==> src/rtl/wb_pkg.sv <==
// Shared types and sizes for the register-file write-back front end.
package wb_pkg;

  localparam int unsigned WB_XLEN    = 32;
  localparam int unsigned REG_ADDR_W = 5;
  localparam int unsigned REG_COUNT  = 32;

  // One buffered long-latency result: destination register and its data.
  typedef struct packed {
    logic [REG_ADDR_W-1:0] rd;
    logic [WB_XLEN-1:0]    data;
  } wb_entry_t;

endpackage

==> src/rtl/wb_fifo.sv <==
// Small synchronous FIFO of write-back entries; head is visible before pop.
module wb_fifo
  import wb_pkg::*;
#(
  parameter int unsigned DEPTH = 2
) (
  input  logic      clk,
  input  logic      rst_n,
  input  logic      push,
  input  wb_entry_t push_data,
  input  logic      pop,
  output wb_entry_t head_c,
  output logic      full_c,
  output logic      empty_c
);

  localparam int unsigned PTR_W = $clog2(DEPTH);

  wb_entry_t        mem_q [DEPTH];
  wb_entry_t        mem_d [DEPTH];
  logic [PTR_W:0]   wr_ptr_q, wr_ptr_d;
  logic [PTR_W:0]   rd_ptr_q, rd_ptr_d;

  // Extra pointer bit distinguishes full from empty when the indices match.
  assign empty_c = (wr_ptr_q == rd_ptr_q);
  assign full_c  = (wr_ptr_q[PTR_W] != rd_ptr_q[PTR_W]) &&
                   (wr_ptr_q[PTR_W-1:0] == rd_ptr_q[PTR_W-1:0]);
  assign head_c  = mem_q[rd_ptr_q[PTR_W-1:0]];

  // Next-state for storage and pointers.
  always_comb begin
    mem_d    = mem_q;
    wr_ptr_d = wr_ptr_q;
    rd_ptr_d = rd_ptr_q;
    if (push && !full_c) begin
      mem_d[wr_ptr_q[PTR_W-1:0]] = push_data;
      wr_ptr_d = wr_ptr_q + (PTR_W+1)'(1);
    end
    if (pop && !empty_c) begin
      rd_ptr_d = rd_ptr_q + (PTR_W+1)'(1);
    end
  end

  // State registers.
  always_ff @(posedge clk or negedge rst_n) begin
    if (!rst_n) begin
      for (int unsigned i = 0; i < DEPTH; i++) begin
        mem_q[i] <= '0;
      end
      wr_ptr_q <= '0;
      rd_ptr_q <= '0;
    end else begin
      mem_q    <= mem_d;
      wr_ptr_q <= wr_ptr_d;
      rd_ptr_q <= rd_ptr_d;
    end
  end

endmodule

==> src/rtl/write_back_arbiter.sv <==
// Merges ALU and buffered LSU results onto the register-file write port and
// tracks outstanding long-latency destinations for decode hazard stalls.
module write_back_arbiter
  import wb_pkg::*;
#(
  parameter int unsigned XLEN         = WB_XLEN,
  parameter int unsigned FIFO_DEPTH   = 2,
  parameter int unsigned STARVE_LIMIT = 4
) (
  input  logic                  clock,
  input  logic                  reset,
  input  logic                  aluValid,
  input  logic [REG_ADDR_W-1:0] aluRd,
  input  logic [XLEN-1:0]       aluData,
  output logic                  aluReady,
  input  logic                  lsuValid,
  input  logic [REG_ADDR_W-1:0] lsuRd,
  input  logic [XLEN-1:0]       lsuData,
  output logic                  lsuReady,
  input  logic                  issueValid,
  input  logic                  issueLong,
  input  logic [REG_ADDR_W-1:0] issueRd,
  input  logic [REG_ADDR_W-1:0] rs1,
  input  logic [REG_ADDR_W-1:0] rs2,
  output logic                  hazardStall,
  output logic [REG_COUNT-1:0]  busyMask,
  output logic [REG_ADDR_W-1:0] rd,
  output logic [XLEN-1:0]       writeData,
  output logic                  registerWrite
);

  localparam int unsigned     CNT_W         = $clog2(STARVE_LIMIT) + 1;
  localparam logic [CNT_W-1:0] STARVE_THRESH = CNT_W'(STARVE_LIMIT - 1);

  wb_entry_t             push_entry;
  wb_entry_t             head;
  logic                  fifo_full, fifo_empty;
  logic                  fifo_push, fifo_pop;
  logic                  starve, grant_alu, issue_set;

  logic [CNT_W-1:0]      starve_cnt_q, starve_cnt_d;
  logic [REG_COUNT-1:0]  busy_q, busy_d;
  logic [REG_ADDR_W-1:0] rd_q, rd_d;
  logic [XLEN-1:0]       wdata_q, wdata_d;
  logic                  wen_q, wen_d;

  assign push_entry = '{rd: lsuRd, data: lsuData};

  wb_fifo #(
    .DEPTH (FIFO_DEPTH)
  ) u_fifo (
    .clk       (clock),
    .rst_n     (reset),
    .push      (fifo_push),
    .push_data (push_entry),
    .pop       (fifo_pop),
    .head_c    (head),
    .full_c    (fifo_full),
    .empty_c   (fifo_empty)
  );

  // Arbitration: a waiting LSU head wins once it has waited long enough.
  assign starve      = !fifo_empty && (starve_cnt_q >= STARVE_THRESH);
  assign grant_alu   = aluValid && !starve;
  assign fifo_pop    = !fifo_empty && !grant_alu;
  assign aluReady    = reset && !starve;
  assign lsuReady    = reset && !fifo_full;
  assign fifo_push   = lsuValid && lsuReady;
  assign hazardStall = busy_q[rs1] | busy_q[rs2] | busy_q[issueRd];
  assign issue_set   = issueValid && issueLong && !hazardStall && (issueRd != '0);

  assign busyMask      = busy_q;
  assign rd            = rd_q;
  assign writeData     = wdata_q;
  assign registerWrite = wen_q;

  // Next-state for starve counter, write port and scoreboard.
  always_comb begin
    starve_cnt_d = starve_cnt_q;
    busy_d       = busy_q;
    rd_d         = rd_q;
    wdata_d      = wdata_q;
    wen_d        = 1'b0;

    if (fifo_empty || fifo_pop) begin
      starve_cnt_d = '0;
    end else if (starve_cnt_q != '1) begin
      starve_cnt_d = starve_cnt_q + CNT_W'(1);
    end

    if (grant_alu) begin
      rd_d    = aluRd;
      wdata_d = aluData;
      wen_d   = (aluRd != '0);
    end else if (fifo_pop) begin
      rd_d               = head.rd;
      wdata_d            = head.data;
      wen_d              = (head.rd != '0);
      busy_d[head.rd]    = 1'b0;
    end

    // A newer long op to the same register outranks the completing one.
    if (issue_set) begin
      busy_d[issueRd] = 1'b1;
    end
    busy_d[0] = 1'b0;
  end

  // State registers.
  always_ff @(posedge clock or negedge reset) begin
    if (!reset) begin
      starve_cnt_q <= '0;
      busy_q       <= '0;
      rd_q         <= '0;
      wdata_q      <= '0;
      wen_q        <= 1'b0;
    end else begin
      starve_cnt_q <= starve_cnt_d;
      busy_q       <= busy_d;
      rd_q         <= rd_d;
      wdata_q      <= wdata_d;
      wen_q        <= wen_d;
    end
  end

  // Decode must not issue while it is being told to stall.
  assert property (@(posedge clock) disable iff (!reset) !(issueValid && hazardStall))
    else $error("issue while hazardStall asserted");

  // A completing long result should correspond to a pending destination.
  assert property (@(posedge clock) disable iff (!reset)
                   !(fifo_pop && (head.rd != '0) && !busy_q[head.rd]))
    else $warning("lsu writeback to rd %0d with no pending long op", head.rd);

endmodule

==> config.mk <==
export PLATFORM = sky130hd
export DESIGN_NAME = write_back_arbiter
export DESIGN_NICKNAME = d
export VERILOG_FILES = /design/src/rtl/wb_pkg.sv /design/src/rtl/wb_fifo.sv /design/src/rtl/write_back_arbiter.sv
export SDC_FILE = /design/constraint.sdc
export NUM_CORES = 1
export LEC_CHECK = 0
export ABC_AREA = 1
export BUFFER_PORTS_ARGS = -buffer_cell sky130_fd_sc_hd__buf_4
export CAP_MARGIN = 20
export CORE_AREA = 4 4 129 131
export CTS_CLUSTER_SIZE = 30
export DETAILED_ROUTE_END_ITERATION = 10
export DIE_AREA = 0 0 133 135
export PLACE_DENSITY = 0.88
export SYNTH_ARGS = -nofsm -noshare
export SYNTH_HDL_FRONTEND = slang
export SYNTH_HIERARCHICAL = 1
export SYNTH_SLANG_ARGS = --single-unit
==> constraint.sdc <==
create_clock -name clock -period 2.8 [get_ports clock]
set_input_delay 0.28 -clock clock [delete_from_list [all_inputs] [get_ports clock]]
set_output_delay 0.28 -clock clock [all_outputs]
set_load 0.01 [all_outputs]
==> impl_metrics.tcl <==
set metrics [dict create \
    ys_ff_latch 150 \
    postCtsSetupRepairBufs 0 \
    hold_class "in2async" \
    critical_path.cell_chain "inv_1, nand2_1, nand3_1, nand3_1, nand3_1, nand2_1, nand2_1, nand2_1, nor2_2, buf_4, nand2_1, buf_4" \
    reg2reg_depth 13 \
    ys_top_cells_by_area "dfrtp_1, nand2_1, nand4_1" \
    die_x_um 133 \
    swShare_pct 43.2 \
    clock_sinks 150 \
    insertion_delay_ns 0.43 \
    mappedNetlistNets 1258 \
    finalHoldViolCount 0 \
    fin_util_pct 65.4 \
    postSynth.asyncResetShare_pct 100 \
    grt_max_degree 151 \
    cp_max_fo 14 \
    power_frac_clock_pct 21.1 \
    tritoncts "done" \
    cts.path.max_buffers 2 \
    setup_viol 0 \
    cts.htree.levels 4 \
    ctsResizeCount 0 \
    worstPathRequired_ns 2.52 \
    cp-end-kind "primary output" \
    antennaDiodeCount 0 \
    rows 46 \
    dp_cells 1481 \
    worst_pin_slew_ns 1.09 \
    ff2ff_setup_slack_ns 0.49 \
    cts_hold_buf 0 \
    finalCriticalPeriod_ns 2.35 \
    total_leakage_power_nw 5.42 \
    worstPathArrival_ns 2.07 \
    cpPeakStageDelay_ns 0.44 \
    portBuffers 166 \
    core_um2 15600 \
    critPathCapture "hazardStall" \
    synthXorXnorAreaFrac_pct 0.208 \
    seqPwrFrac_pct 35.1 \
    syn-cell-area_um2 8440 \
    synth_compound_area_share_pct 6.94 \
    synth_largest_area_cell "dfrtp_1" \
    drc_errors 0 \
    fmax_mhz 425 \
    synth_top_family_by_area "simple AND/OR/NAND/NOR gates" \
    ant_nets 0 \
    finalSetupTns_ns 0 \
    wl_per_cell_um 16.9 \
    finalNonFillerCells 1513 \
    p_switching_mw 4.64 \
    layout.nets 1382 \
    synth_top_area_share_pct 44.5 \
    final_max_slew_viol_count 0 \
    io_pins 168 \
    cp_common_cell "nand2_1" \
    start_kind "register" \
    fin_worst_skew_ns 0.00648 \
    synth.area.mux_share_pct 0.119 \
    synth_most_common_cell "nand2_1" \
    first_pass_iters 6 \
    initial_core_util_pct 54.1 \
    pwr-share-comb_pct 43.8 \
    whs_ns 0.0171 \
    powerDensity_nw_per_um2 1050 \
    critPathKind "reg2out" \
    rr_endpoint "rd[3]" \
    slew_headroom_pct 27.5 \
    drive_gt1_share_pct 18.4 \
    crit_family "simple AND/OR/NAND/NOR gates" \
    dp_slack_ns 0.531 \
    r2r-start "u_fifo/rd_ptr_q[0]" \
    die_h_um 135 \
    gr-total-overflow 0 \
    power.internal_mw 6.11 \
    dieArea_um2 18000 \
    grt_pass1_wl_mm 41.5 \
    avgSynthCellArea_um2 7.27 \
    cp_slowest_cell "dfrtp_1" \
    vias_per_cell 5.77 \
    yosys-top-cells-count "nand2_1, dfrtp_1, nand4_1" \
    seq_area_frac_synth_pct 44.5 \
    ir_worst_vdd_mv 0.640 \
    yosys_most_used_dff "dfrtp_1" \
    synth_cell_types 35 \
    synth_adder_area_share_pct 0.445 \
    crit_buf_inv 3 \
    finalWirelength_mm 25.6 \
    synthSimpleGateAreaFrac_pct 38.5 \
    netlist_instances 1160 \
    min_period_over_period_pct 84.1 \
    synth_enable_flop_cells 0 \
    antenna_found_initial 0 \
    syn_to_final_growth_pct 21.0 \
    worst-path-stages 12 \
    grt_usage_pct 28.6 \
    dp_hpwl_mm 17.1 \
    final.setup.worst_slack_ns 0.446 \
    max-cap-violations 0 \
    vias 8726 \
    worstSetupStartpoint "busyMask[15]" \
    cts-root-buf "clkbuf_16" \
    outcome "finished clean" \
    rsz0062_at_grt "false" \
    grt_pass1_vias 8075 \
    cts.reportedPaths.clkPinSlew_ns 0.06 \
    drt-initial-drc-count 947 \
    yosysWarnings 6 \
    cts_buffers 17 \
    place.gp.congestion 0.959 \
]
==> layout by cell type, fill, tap and decap left out, drive strengths merged <==
cell      instances
nand4           107
nor2             55
clkinvlp          1
o22ai             3
clkinv           10
mux2i             1
xor2              2
o21bai            1
inv              76
nor3              7
o41ai             1
nand2           517
ha                3
bufinv            2
o311ai            4
buf             183
and2              2
a22oi             4
o21ai            37
conb              1
o211ai           34
nor3b             1
clkbuf           20
nand3            68
a21oi             7
dfrtp           150
==> final cells by class <==
class,instances,area (um^2)
clock buffer,20,457
clock inverter,12,128
fill,1304,5390
inverter,77,290
multi-input combinational,855,3920
sequential,150,3750
tap,216,270
timing repair buffer,183,1390
==> metrics by stage <==
stage / total power [mW] / area, um^2
global route: 11.5 / 10200
floorplan: 6.64 / 8440
global placement: 8.22 / 9620
CTS: 10.7 / 10200
detailed placement: 8.38 / 9620
finish: 10.7 / 10200
==> worst min-delay path by stage <==
stage | from | cells past startpoint | endpoint
after floorplan | reset | 0 | busyMask[10]
after global placement | u_fifo/mem_q[59] | 2 | u_fifo/mem_q[59]
after detailed placement | u_fifo/mem_q[8] | 2 | u_fifo/mem_q[8]
after CTS | aluData[8] | 3 | writeData[8]
after global routing | aluData[16] | 3 | writeData[16]
final | reset | 2 | u_fifo/mem_q[10]
==> routing by layer <==
layer	track usage [%]	up-vias	routed length [um]
met5	0	-	0
met3	6.63	86	2710
met1	40.1	4039	10400
met2	43.4	543	11500
li1	-	4058	-
met4	11.3	0	950
==> registers in the layout (all words and copies together), names as in the netlist <==
signal           cells
u_fifo/wr_ptr_q      2
busyMask            31
u_fifo/mem_q        74
rd                   5
registerWrite        1
u_fifo/rd_ptr_q      2
writeData           32
starve_cnt_q         3
==> power by group through the flow <==
| stage | clock network [mW] | logic (mW) | registers [mW] |
|---|---|---|---|
| 2_1_floorplan | 0 | 2.85 | 3.79 |
| 3_3_place_gp | 0 | 4.49 | 3.74 |
| 3_5_place_dp | 0 | 4.60 | 3.78 |
| 4_1_cts | 2.28 | 4.65 | 3.75 |
| 5_1_grt | 2.39 | 5.19 | 3.88 |
| 6_report | 2.27 | 4.71 | 3.77 |
==> cell families (layout without fill, tap and decap cells) <==
kind of cell,count (synthesis),count (layout)
muxes,1,1
DFF,150,150
AOI/OAI and AO/OA,91,91
and+or+nand+nor,757,757
xor gates and xnor gates,2,2
adders and majority gates,3,3
other,1,1
buffers and inverters,155,292
(Power assumes the default switching activity.)
